$ cat config.mk
export PLATFORM = sky130hd
export DESIGN_NAME = change_dispenser
export DESIGN_NICKNAME = d
export VERILOG_FILES = /design/src/rtl/change_dispenser.sv
export SDC_FILE = /design/constraint.sdc
export NUM_CORES = 1
export LEC_CHECK = 0
export CAP_MARGIN = 20
export CORE_MARGIN = 3
export CORE_UTILIZATION = 40
export CTS_BUF_LIST = sky130_fd_sc_hd__clkbuf_2
export CTS_CLUSTER_SIZE = 14
export DETAILED_ROUTE_END_ITERATION = 6
export GPL_TIMING_DRIVEN = 1
export HOLD_SLACK_MARGIN = 0.06
export PLACE_DENSITY_LB_ADDON = 0.15
export SLEW_MARGIN = 20
export SYNTH_ARGS = -nofsm -noshare
export SYNTH_HDL_FRONTEND = slang
export SYNTH_SLANG_ARGS = --single-unit
$ cat constraint.sdc
create_clock -name clk -period 4.25 [get_ports clk]
set_input_delay 0.425 -clock clk [delete_from_list [all_inputs] [get_ports clk]]
set_output_delay 0.425 -clock clk [all_outputs]
set_load 0.03 [all_outputs]
$ cat src/rtl/change_dispenser.sv
// Refund coin payout: converts a remaining balance into coins, largest first,
// one coin per ejector handshake, then reports count, value paid and residue.
module change_dispenser #(
    parameter int BAL_W = 32,
    parameter int COIN0 = 100,
    parameter int COIN1 = 500,
    parameter int COIN2 = 1000,
    parameter int CNT_W = 8
) (
    input  logic             clk,
    input  logic             reset,
    input  logic             i_start,
    input  logic [BAL_W-1:0] i_balance,
    input  logic             i_coin_ack,
    output logic             o_ready,
    output logic             o_coin_valid,
    output logic [2:0]       o_return_coin,
    output logic             o_done,
    output logic [CNT_W-1:0] o_coin_count,
    output logic [BAL_W-1:0] o_total_paid,
    output logic [BAL_W-1:0] o_residue
);

    typedef enum logic [1:0] {
        IDLE     = 2'd0,
        DISPENSE = 2'd1,
        DONE     = 2'd2
    } state_t;

    localparam logic [BAL_W-1:0] C0 = BAL_W'(COIN0);
    localparam logic [BAL_W-1:0] C1 = BAL_W'(COIN1);
    localparam logic [BAL_W-1:0] C2 = BAL_W'(COIN2);
    localparam logic [3*BAL_W-1:0] COIN_VALS = {C2, C1, C0};

    state_t           state_reg, state_next;
    logic [BAL_W-1:0] rem_reg, rem_next;
    logic [CNT_W-1:0] count_reg, count_next;
    logic [BAL_W-1:0] total_reg, total_next;
    logic [BAL_W-1:0] residue_reg, residue_next;

    logic [2:0]       fits;
    logic [2:0]       coin_sel;
    logic [BAL_W-1:0] coin_part [3];
    logic [BAL_W-1:0] coin_value;

    // Coin values ascend with index, so 'fits' is thermometer-coded and the
    // largest payable coin is the highest set bit.
    genvar gi;
    generate
        for (gi = 0; gi < 3; gi++) begin : g_coin
            assign fits[gi] = (rem_reg >= COIN_VALS[gi*BAL_W +: BAL_W]);
            if (gi == 2) begin : g_top
                assign coin_sel[gi] = fits[gi];
            end else begin : g_low
                assign coin_sel[gi] = fits[gi] & ~fits[gi+1];
            end
            assign coin_part[gi] = coin_sel[gi] ? COIN_VALS[gi*BAL_W +: BAL_W] : '0;
        end
    endgenerate

    assign coin_value = coin_part[0] | coin_part[1] | coin_part[2];

    always_comb begin
        state_next   = state_reg;
        rem_next     = rem_reg;
        count_next   = count_reg;
        total_next   = total_reg;
        residue_next = residue_reg;
        case (state_reg)
            IDLE: begin
                if (i_start) begin
                    rem_next     = i_balance;
                    count_next   = '0;
                    total_next   = '0;
                    residue_next = '0;
                    state_next   = (i_balance >= C0) ? DISPENSE : DONE;
                end
            end
            DISPENSE: begin
                if (i_coin_ack) begin
                    rem_next   = rem_reg - coin_value;
                    total_next = total_reg + coin_value;
                    if (count_reg != '1) begin
                        count_next = count_reg + 1'b1;
                    end
                    if (rem_next < C0) begin
                        state_next = DONE;
                    end
                end
            end
            DONE: begin
                residue_next = rem_reg;
                state_next   = IDLE;
            end
            default: begin
                state_next = IDLE;
            end
        endcase
    end

    always_ff @(posedge clk or posedge reset) begin
        if (reset) begin
            state_reg   <= IDLE;
            rem_reg     <= '0;
            count_reg   <= '0;
            total_reg   <= '0;
            residue_reg <= '0;
        end else begin
            state_reg   <= state_next;
            rem_reg     <= rem_next;
            count_reg   <= count_next;
            total_reg   <= total_next;
            residue_reg <= residue_next;
        end
    end

    // Residue becomes visible in the DONE cycle itself, then is held.
    assign o_ready       = (state_reg == IDLE);
    assign o_coin_valid  = (state_reg == DISPENSE);
    assign o_return_coin = (state_reg == DISPENSE) ? coin_sel : 3'b000;
    assign o_done        = (state_reg == DONE);
    assign o_coin_count  = count_reg;
    assign o_total_paid  = total_reg;
    assign o_residue     = (state_reg == DONE) ? rem_reg : residue_reg;

endmodule

# After elaboration in Yosys (flattened, before gate mapping)
# Cells that the tools add are included.
# word_totals
ff_bits	106
word_cells	54
# op_classes
n_reduce_logical	7
n_mux	21
eq_ne	7
n_addsub	3
n_lt_le_gt_ge	5
bitwise_logic	6
# op_table
op	n
$pmux 32 s2	3
$mux 32	5
$ge 32x7->1 const B	2
$add 32x10->32	1
$ge 32x10->1 const B	1
$ge 32x9->1 const B	1
$lt 32x7->1 const B	1
$sub 32x10->32	1
$mux 8	3
$pmux 8 s2	1
$mux 10	1
$or 9x10->10	1
$mux 9	1
$or 7x9->9	1
$add 8x1->8 const B	1
$mux 2	4
$ne 8x8->1 const B	1
$mux 7	1
$reduce_and 3->1	2
$ne 2x1->1 const B	2
$ne 2x2->1 const B	2
$pmux 2 s2	1
$reduce_and 4->1	1
$reduce_bool 2->1	2
7 further kinds	9

# Longest topological paths before layout
# Gate-level depths: netlist (run 1).
# logic_depth
depth_word	11
depth_mapped	21
ltp_nobuf	19

# Least setup slack after synthesis (run 1)
# No wires, ideal clock.
# synth_path
path_type	register to register
start	register rem_reg[18]
end	register state_reg[0]
t_arrival_ns	4.419
path_slack_ns	-0.292
t_required_ns	4.127
stages_incl_launch_ff	21
n_path_buf	2
cell_sequence	dfrtp_1 buf_2 nor3_2 nand4_1 or3_4 or4_4 nor2_2 nand2_2 nand2_1 ha_1 inv_1 fa_1 a21oi_1 o22ai_1 a31o_2 buf_2 nor3_1 xor2_1 nor4_2 nand4_1 o221a_1
# synth_via
elab_chain_cells	10
elab_cells_between_ends	16
# synth_rtl
item	line	source
from (decl)	36	logic [BAL_W-1:0] rem_reg, rem_next;
from (signal assigned)	110	rem_reg <= rem_next;
$ge 32x9->1 / $ge 32x10->1 (equally long branches)	51	assign fits[gi] = (rem_reg >= COIN_VALS[gi*BAL_W +: BAL_W]);
$not 1->1	55	assign coin_sel[gi] = fits[gi] & ~fits[gi+1];
$and 1x1->1	55	
$mux 7 / $mux 9 (equally long branches)	57	assign coin_part[gi] = coin_sel[gi] ? COIN_VALS[gi*BAL_W +: BAL_W] : '0;
$or 7x9->9	61	assign coin_value = coin_part[0] | coin_part[1] | coin_part[2];
$or 9x10->10	61	
$sub 32x10->32 (*)	81	rem_next = rem_reg - coin_value;
$lt 32x7->1 (*)	86	if (rem_next < C0) begin
$ne 2x1->1 (no source line) (*)	-	
$reduce_and 3->1 (no source line) (*)	-	
to (signal assigned)	109	state_reg <= state_next;
to (decl)	35	state_t state_reg, state_next;
# Mark *: on every way between the ends. The rest lies on a longest branch, timed or not.
# A chain may end at the register's enable or synchronous reset.

# Worst setup path in the final report (run 1)
# layout_path
start	register rem_reg[23]
end	register rem_reg[26]
# layout_via
elab_chain_cells	9
elab_cells_between_ends	15
# layout_rtl
item	line	source
$ge 32x9->1 / $ge 32x10->1 (equally long branches)	51	
$not 1->1	55	
$and 1x1->1	55	
$mux 7 / $mux 9 (equally long branches)	57	
$or 7x9->9	61	
$or 9x10->10	61	
$sub 32x10->32 (*)	81	
$mux 32 (*)	80	if (i_coin_ack) begin
$pmux 32 s2 (*)	69	case (state_reg)
# Mark *: on every way between the ends. The rest lies on a longest branch, timed or not. The select of a mux whose other input is x is not followed.

==> impl.org, run 1 <==
** Min path
- Hold WC Path Type :: in -> reg

** Floorplanning
- Number of top-level pins :: 114
- From bottom edge to top edge, the die measures 132 µm.
- DIE AREA :: 17400 µm²
- Initial core utilization :: 0.413
- Cell row count :: between 40 and 50
- Core box area :: 15400 µm²
- Die width :: 132 µm

** Drt
- The routed layout has 6008 vias.
- Drt first-iter violations :: 323
- Using the TritonRoute via totals, the vias-per-cell ratio works out to 5.57.
- The final layout contains routed wiring with a total length of 19500 µm.
- Once detail routing completed, the nets flagged for antenna violations numbered 0.
- In the routed design, unresolved DRC markers number 0.
- WL per Instance :: between 15 and 20 µm
- The first TritonRoute pass finished after 5 iterations.

** Power
- Switching fraction of total power :: 0.428
- VDD IR max :: 0.274 mV
- Leakage power figure :: 3.71 nW
- In this run the power density over the cells is 429 nW/µm².
- Cell internal power was estimated by the tool at about 2.1 mW.
- In this run the power spent charging and discharging nets is 1.60 mW.
- The share of total power dissipated in sequential elements is 0.374.
- Post-layout power :: 3.74 mW
- The share of total power dissipated in combinational logic is 0.488.
- Of the total power, the clock network draws 0.138.

** Layout
- Inserted Diodes :: 0
- Nets@finish :: just over 900
- Fill count :: roughly 1400
- Of the cells placed in the final design, the portion with a size suffix greater than 1 is 0.252.
- Design Area, Final :: about 8700 µm²
- From synthesis to final layout, the design area changed by 37.4%.

** GRT
- Initial antenna violation count :: 0
- The number of global-route vias before repair came to 6089.
- All-layer global routing usage :: 0.220
- Remaining Overflow, GRT :: 0
- Entering global routing, the biggest net connects 76 pins.
- The first global-routing pass estimated 31400 µm of wire.

** Logic synthesis
- The share of synthesized area in the top cell type comes to 0.410.
- Counting flops with an async set or reset pin after synthesis yields a share of 1.00.
- Count of distinct cell types in the synthesized netlist :: 72
- In the synthesized netlist the dominant register cell turns out to be sky130_fd_sc_hd__dfrtp_1.
- Yosys printed 0 warnings.
- Per-instance average area after synthesis :: 9.14 µm²
- By instance count, the leading cell after synthesis is sky130_fd_sc_hd__dfrtp_1.
- Cell taking the most area after synthesis :: sky130_fd_sc_hd__dfrtp_1
- Gate count after technology mapping :: 694
- After synthesis, the cell types taking the most area are sky130_fd_sc_hd__dfrtp_1 (41%), sky130_fd_sc_hd__mux2_2 (5.9%), sky130_fd_sc_hd__a22o_1 (4.4%), sky130_fd_sc_hd__a21oi_1 (4.2%), sky130_fd_sc_hd__nor2_1 (4.1%).
- Yosys mapped a number of flops with a built-in enable equal to 0.
- Total of flip-flops plus latches after synthesis :: between 100 and 150
- After synthesis, the most frequently instantiated cells are sky130_fd_sc_hd__dfrtp_1 (104), sky130_fd_sc_hd__nor2_1 (69), sky130_fd_sc_hd__a21oi_1 (53), sky130_fd_sc_hd__nand2_1 (53), sky130_fd_sc_hd__o21ai_0 (42).
- For this run, the register share of the synthesized area comes to 0.410.
- The synthesized netlist occupies a cell area of roughly 6300 µm².

** Timing
- Setup violations remaining at the end of the flow were counted as 4.
- Maximum operating frequency :: ~0.23 GHz
- For the pin with the worst max-slew slack, the measured transition is 0.952 ns.
- The tightest hold path in the finished design has a slack of 0.254 ns.
- The clock arrives with 0.0517 ns of skew.
- Worst relative slew slack :: 0.365
- Final WS setup :: -0.0533 ns
- Setup repair after global routing could not meet its margin everywhere.
- Max Slew Vio Count :: 0
- Post-route fraction of the period consumed by the critical path :: 1.01
- Subtracting the final worst setup slack from the clock period gives 4.30 ns.
- The number of hold violations in the final report was 0.

** Place
- Summing all placed instances gives a cell area of a little over 8000 µm².
- Routability-driven placement congestion ratio :: 0.869
- In this run the tool buffered the top-level ports with 111 buffer cells.
- Pre-CTS worst setup slack :: -0.178 ns
- Final HPWL from detailed placement :: 13700 µm

** Setup path
- For the worst setup path, the data required time is 4.84 ns.
- Critical Path Source Type :: flip-flop
- Setup crit end kind :: flip-flop
- Of all nets on the critical path, the largest fanout is 4.
- Arrival time at the worst endpoint :: around 4.9 ns
- Type of the worst setup path :: reg -> reg

** Run status
- The final reports fail on setup timing.
- Run status :: complete, but fails checks

** Clock tree
- Clock transition at the registers of the reported paths :: approximately 0.32 ns
- The clock reaches the later pin of the worst-skew pair after 0.67 ns.
- Maximum count of clock buffers along a single path :: 2
- CTS tree :: done
- The clock tree synthesis step divided the H-tree into 3 levels.
- The clock drives roughly 100 sinks.
- In this run the clock root is driven by a sky130_fd_sc_hd__clkbuf_2.
- In this run, CTS created clock tree buffers numbering 9.

** Job
- Across the run, the number of max-cap violations was 0.
[power by group through the flow]
stage	sequential [mW]	clock (mW)	combinational [mW]
2_1_floorplan	1.53	0	0.851
3_3_place_gp	1.40	0	1.61
3_5_place_dp	1.41	0	1.64
4_1_cts	1.40	0.529	1.73
5_1_grt	1.43	0.567	2.00
6_report	1.40	0.517	1.82
[timing repair]
item,CTS,global route
resized for setup,23,51
cloned,0,1
hold buffers,0,0
endpoints found under the hold margin,0,0
setup endpoints to repair,12,41
buffers inserted,11,5
pin swaps,24,18
[stage by stage]
stage                     setup TNS [ns]  std cells   util
final                             -0.200       1079  0.567
after global routing               -2.99       1079  0.567
after CTS                         -0.296       1073  0.553
after detailed placement          -0.970       1046  0.533
after global placement            -0.202       1046  0.533
after floorplan                  -0.0493        695      -
[final timing paths]
kind	from	end	slack, ns	depth (start not counted)
hold / removal	i_balance[0]	rem_reg[0]$_DFFE_PP0P_	0.25	3
min in group asynchronous	reset	residue_reg[0]$_DFFE_PP0P_	0.26	2
max in group asynchronous	reset	rem_reg[16]$_DFFE_PP0P_	3.14	3
hold reg to reg	residue_reg[22]$_DFFE_PP0P_	residue_reg[22]$_DFFE_PP0P_	0.54	1
setup / recovery	rem_reg[23]$_DFFE_PP0P_	rem_reg[26]$_DFFE_PP0P_	-0.05	18
setup reg to reg	rem_reg[23]$_DFFE_PP0P_	rem_reg[26]$_DFFE_PP0P_	-0.05	18
[metal layers]
| metal | routed length [µm] | GRT usage | vias to the layer above |
|---|---|---|---|
| met2 | 9210 | 0.355 | 176 |
| met1 | 8800 | 0.293 | 2937 |
| met4 | 407 | 0.0712 | 0 |
| li1 | - | - | 2865 |
| met3 | 1050 | 0.0504 | 30 |
| met5 | 0 | 0 | - |
[cell families (layout without fill, tap and decap cells)]
kind of cell               count (synthesis)  in the layout  share of synthesized area
AOI/OAI and AO/OA                        193            193                      0.204
xor gates and xnor gates                  35             35                     0.0483
adders and majority gates                 19             19                     0.0398
buffers and inverters                     72            245                     0.0460
DFF                                      104            104                      0.410
muxes                                     34             34                     0.0602
other                                      1              2                   0.000591
and+or+nand+nor                          236            236                      0.191
[critical path: stages, from the launching register on]
cell,delay (ns)
sky130_fd_sc_hd__dfrtp_1,0.47
sky130_fd_sc_hd__nor3_2,0.26
sky130_fd_sc_hd__nand4_1,0.17
sky130_fd_sc_hd__or3_4,0.42
sky130_fd_sc_hd__or4_4,0.45
sky130_fd_sc_hd__nor3_4,0.22
sky130_fd_sc_hd__o31ai_4,0.13
sky130_fd_sc_hd__nand2_2,0.12
sky130_fd_sc_hd__ha_4,0.14
sky130_fd_sc_hd__inv_2,0.03
sky130_fd_sc_hd__fa_2,0.36
sky130_fd_sc_hd__a21oi_4,0.18
sky130_fd_sc_hd__o22ai_4,0.11
sky130_fd_sc_hd__a31o_4,0.25
sky130_fd_sc_hd__buf_6,0.12
sky130_fd_sc_hd__or3_4,0.36
sky130_fd_sc_hd__nor3_4,0.19
sky130_fd_sc_hd__o21ai_1,0.08
sky130_fd_sc_hd__o2bb2ai_1,0.16
[final cells by class]
type	instances	area [µm²]	area share
Sequential cell	104	2600	0.299
Multi-Input combinational cell	519	3780	0.434
Inverter	26	100	0.0115
Timing Repair Buffer	203	1840	0.212
Clock buffer	9	45.0	0.00517
Clock inverter	7	80.1	0.00919
Tap cell	211	264	0.0303
[cell usage in the layout (no fill, tap or decap), types with 6 or more instances in the layout]
master,n
sky130_fd_sc_hd__clkdlybuf4s50_1,110
sky130_fd_sc_hd__a22o_1,32
sky130_fd_sc_hd__mux2_2,33
sky130_fd_sc_hd__nor2_1,65
sky130_fd_sc_hd__buf_6,8
sky130_fd_sc_hd__nor3_1,16
sky130_fd_sc_hd__nor3_2,6
sky130_fd_sc_hd__o21ai_0,31
sky130_fd_sc_hd__and3_1,6
sky130_fd_sc_hd__a21oi_2,9
sky130_fd_sc_hd__or3_1,8
sky130_fd_sc_hd__o21ai_1,9
sky130_fd_sc_hd__dfrtp_1,104
sky130_fd_sc_hd__nand2_1,50
sky130_fd_sc_hd__a31oi_1,9
sky130_fd_sc_hd__buf_4,82
sky130_fd_sc_hd__a21oi_1,43
sky130_fd_sc_hd__nand4_1,9
sky130_fd_sc_hd__ha_1,13
sky130_fd_sc_hd__clkbuf_2,9
sky130_fd_sc_hd__nand3_1,19
sky130_fd_sc_hd__xnor2_1,21
sky130_fd_sc_hd__xor2_1,13
sky130_fd_sc_hd__nor4_1,9
sky130_fd_sc_hd__inv_1,20
(Power assumes the default switching activity.)
==> inputs of run 2 (changes only) <==
--- a/config.mk
+++ b/config.mk
@@ -9,6 +9,7 @@
 export CORE_MARGIN = 3
 export CORE_UTILIZATION = 40
 export CTS_BUF_LIST = sky130_fd_sc_hd__clkbuf_2
+export CTS_CLUSTER_DIAMETER = 150
 export CTS_CLUSTER_SIZE = 14
 export DETAILED_ROUTE_END_ITERATION = 6
 export GPL_TIMING_DRIVEN = 1
==> results of run 2 <==
Final layout, timing and power as in run 1 (identical DEF).
==> inputs of run 3 (changes only) <==
--- a/config.mk
+++ b/config.mk
@@ -15,6 +15,7 @@
 export GPL_TIMING_DRIVEN = 1
 export HOLD_SLACK_MARGIN = 0.06
 export PLACE_DENSITY_LB_ADDON = 0.15
+export SKIP_LAST_GASP = 1
 export SLEW_MARGIN = 20
 export SYNTH_ARGS = -nofsm -noshare
 export SYNTH_HDL_FRONTEND = slang
==> run 3 against run 2 <==
Effect of this change:
- the flow still finishes with violations (setup timing)
- power fell by 0.41%
- setup slack got worse by 0.069 ns
- combinational power barely moved
- via count fell by 0.33%
- register-to-register slack got worse by 0.07 ns
- largest cell class unchanged
- largest power group unchanged
- highest routed layer unchanged
==> impl.org, run 3 (synthesis gave the netlist of run 1 again) <==
** Power
- The fraction of power spent switching nets is 0.428 (+0.000808).
- The power per cell area came to 429 nW/µm² (about the same).
- The proportion of power drawn by flip-flops and latches came to 0.376 (+0.002).
- Switching component of the power :: 1.60 mW (-0.22%)
- The worst supply voltage drop on vdd is 0.274 mV (about the same).
- Comb power frac :: 0.486 (-0.002)
- Internal cell power :: 2.13 mW (-0.55%)
- Clock network fraction of design power :: 0.139 (about the same)
- The leakage power figure is 3.69 nW (-0.41%).

** Place
- The routability congestion estimate was 0.869 (unchanged).
- Final HPWL from detailed placement :: 13700 µm (unchanged)
- The number of cells after detailed placement is 1046 (unchanged).
- Input/output buffers :: 111 (unchanged)
- The pre-CTS setup slack was -0.178 ns (unchanged).

** Floorplanning
- The die extent in y is 132 µm (unchanged).
- Core box area :: 15400 µm² (unchanged)
- The overall die width is 132 µm (unchanged).
- DIE AREA :: 17400 µm² (unchanged)
- Cell row count :: 45 (unchanged)
- Initial core utilization :: 0.413 (unchanged)
- Number of top-level pins :: 114 (unchanged)

** Setup path
- The stage delay of the slowest cell on the critical path is 0.47 ns (about the same).
- The signal on the critical path passes through nor3_2 > nand4_1 > or3_4 > or4_4 > nor3_4 > o31ai_4 > nand2_2 > ha_2 > inv_2 > fa_2 > a21oi_4 > o22ai_4 > a31o_4 > buf_6 > or3_4 > nor3_4 > o21ai_1 > o2bb2ai_1.
- Largest fanout of any net on the critical path :: 4 (unchanged)
- The worst setup path is captured at a flip-flop.
- Type of the worst setup path :: reg -> reg
- Critical Path Source Type :: flip-flop
- Arrival time at the worst endpoint :: 4.95 ns (+0.06 ns)
- The slowest stage of the critical path is the sky130_fd_sc_hd__dfrtp_1 cell.
- Required time at the endpoint of the critical path :: 4.83 ns (about the same)

** GRT
- The first-pass GRT wire length came to 31400 µm (about the same).
- Initial antenna violation count :: 0 (unchanged)
- The pin count of the biggest net entering global routing came to 76 (unchanged).
- The number of global-route vias before repair was 6079 (-0.16%).
- The total congestion overflow after global routing is 0 (unchanged).
- The global-route usage over all layers is 0.220 (about the same).

** Layout
- The library cells used most frequently in the layout, excluding fill and tap cells, are sky130_fd_sc_hd__clkdlybuf4s50_1 (110), sky130_fd_sc_hd__dfrtp_1 (104), sky130_fd_sc_hd__buf_4 (83).
- Final cell count without fillers :: 1077 (-0.19%)
- The library cell used most frequently in the layout, excluding fill and tap cells, is sky130_fd_sc_hd__clkdlybuf4s50_1.
- Inserted Diodes :: 0 (unchanged)
- Final Util :: 0.565 (-0.00228)
- The layout cell share with drive strength beyond 1 was 0.248 (-0.00404).
- Nets@finish :: 916 (-0.22%)
- From synthesis to final layout, the design area changed by 36.9%.

** Clock tree
- Maximum count of clock buffers along a single path :: 2 (unchanged)
- The clock latency of the later-clocked register in the worst-skew pair is 0.67 ns (about the same).
- The number of CTS-inserted buffers came to 9 (unchanged).
- The clock-pin slew on the worst setup and hold paths was 0.32 ns (about the same).
- TritonCTS sink count :: 104 (unchanged)
- The total of hold buffers inserted after clock tree synthesis is 0 (unchanged).
- Clk Tree Root Cell :: sky130_fd_sc_hd__clkbuf_2
- CTS tree :: done
- Depth of the CTS H-tree :: 3 (unchanged)

** Timing
- Final setup skew :: 0.0491 ns (-0.00265 ns)
- The ratio of final minimum period to clock period came to 1.03 (+0.0162).
- The minimum setup slack in the final design was -0.122 ns (-0.0687 ns).
- The highest clock rate came to 0.229 GHz (-1.6%).
- Tightest Pin Transition :: 0.952 ns (-0.000501 ns)
- The shortest clock period the worst path allows after layout came to 4.37 ns (+0.0687 ns).
- Max Slew Vio Count :: 0 (unchanged)
- Setup repair after global routing could not meet its margin everywhere.
- Number of setup violations in the final report :: 5 (+1)
- The number of hold violations in the final report came to 0 (unchanged).
- The worst slew slack as a fraction of its limit came to 0.365 (about the same).

** Drt
- WL per Instance :: 17.9 µm (-0.68%)
- The total wirelength of the detailed-routed design came to 19300 µm (-0.86%).
- Number of antenna-violating nets in the routed design :: 0 (unchanged)
- Drt pass-1 iters :: 5 (unchanged)
- Vias per inst :: 5.56 (-0.15%)
- The routed via count came to 5988 (-0.33%).
- The number of design rule violations left after detail routing came to 0 (unchanged).
- Drt first-iter violations :: 357 (+11%)

** Job
- Max Cap Viol :: 0 (unchanged)

** Run status
- Violated checks :: setup timing
- The run finished, with violations left.

** Min path
- The tightest min-delay check is of the in -> reg type.
==> run 3: critical path, delay by kind of cell, from the launching register on <==
kind | cells | cell delay (ns)
adder cells (fa/ha/maj) | 2 | 0.54
AO/OA/AOI/OAI | 6 | 0.94
AND/OR/NAND/NOR | 8 | 2.19
flip-flops | 1 | 0.47
buffers and inverters | 2 | 0.17
==> run 3: layout make-up <==
type,instances,area [µm²]
clock buffer,9,45.0
clock inverter,7,80.1
fill,1364,6690
inverter,26,100
multi-input combinational,519,3770
sequential,104,2600
tap,211,264
timing repair buffer,201,1820
==> run 3: through the flow <==
stage	TNS [ns]	hold WS, ns	instance area (µm²)	total power [mW]
floorplan	-0.0493	0.460	6430	2.38
global placement	-0.202	0.479	8190	3.02
detailed placement	-0.970	0.478	8190	3.05
CTS	-0.380	0.207	8480	3.65
global route	-3.04	0.214	8680	3.98
finish	-0.338	0.254	8680	3.73
==> run 3: repair_timing <==
action | 4_1_cts | 5_1_grt
pin swaps | 24 | 17
resized for setup | 18 | 53
setup buffers | 11 | 3
gates cloned | 0 | 1
setup endpoints to repair | 12 | 41
==> run 3: path summary, 6_finish.rpt <==
kind	start	to	slack, ns	depth (start not counted)
max in group asynchronous	reset	rem_reg[16]$_DFFE_PP0P_	3.15	3
setup reg to reg	rem_reg[23]$_DFFE_PP0P_	rem_reg[26]$_DFFE_PP0P_	-0.12	18
hold / removal	i_balance[0]	rem_reg[0]$_DFFE_PP0P_	0.25	3
hold reg to reg	residue_reg[22]$_DFFE_PP0P_	residue_reg[22]$_DFFE_PP0P_	0.54	1
min in group asynchronous	reset	residue_reg[0]$_DFFE_PP0P_	0.27	2
setup / recovery	rem_reg[23]$_DFFE_PP0P_	rem_reg[26]$_DFFE_PP0P_	-0.12	18
==> run 3: power by group through the flow <==
| stage | combinational (mW) | clock (mW) | sequential (mW) |
|---|---|---|---|
| 6_report | 1.81 | 0.516 | 1.40 |
| 4_1_cts | 1.73 | 0.529 | 1.40 |
| 3_5_place_dp | 1.64 | 0 | 1.41 |
| 5_1_grt | 1.98 | 0.567 | 1.43 |
| 2_1_floorplan | 0.851 | 0 | 1.53 |
| 3_3_place_gp | 1.61 | 0 | 1.40 |
==> run 3: per-layer routing <==
layer / global-route usage / share of wire
met1: 0.293 / 0.45
met2: 0.356 / 0.47
met3: 0.0504 / 0.056
met4: 0.0694 / 0.020
met5: 0 / 0
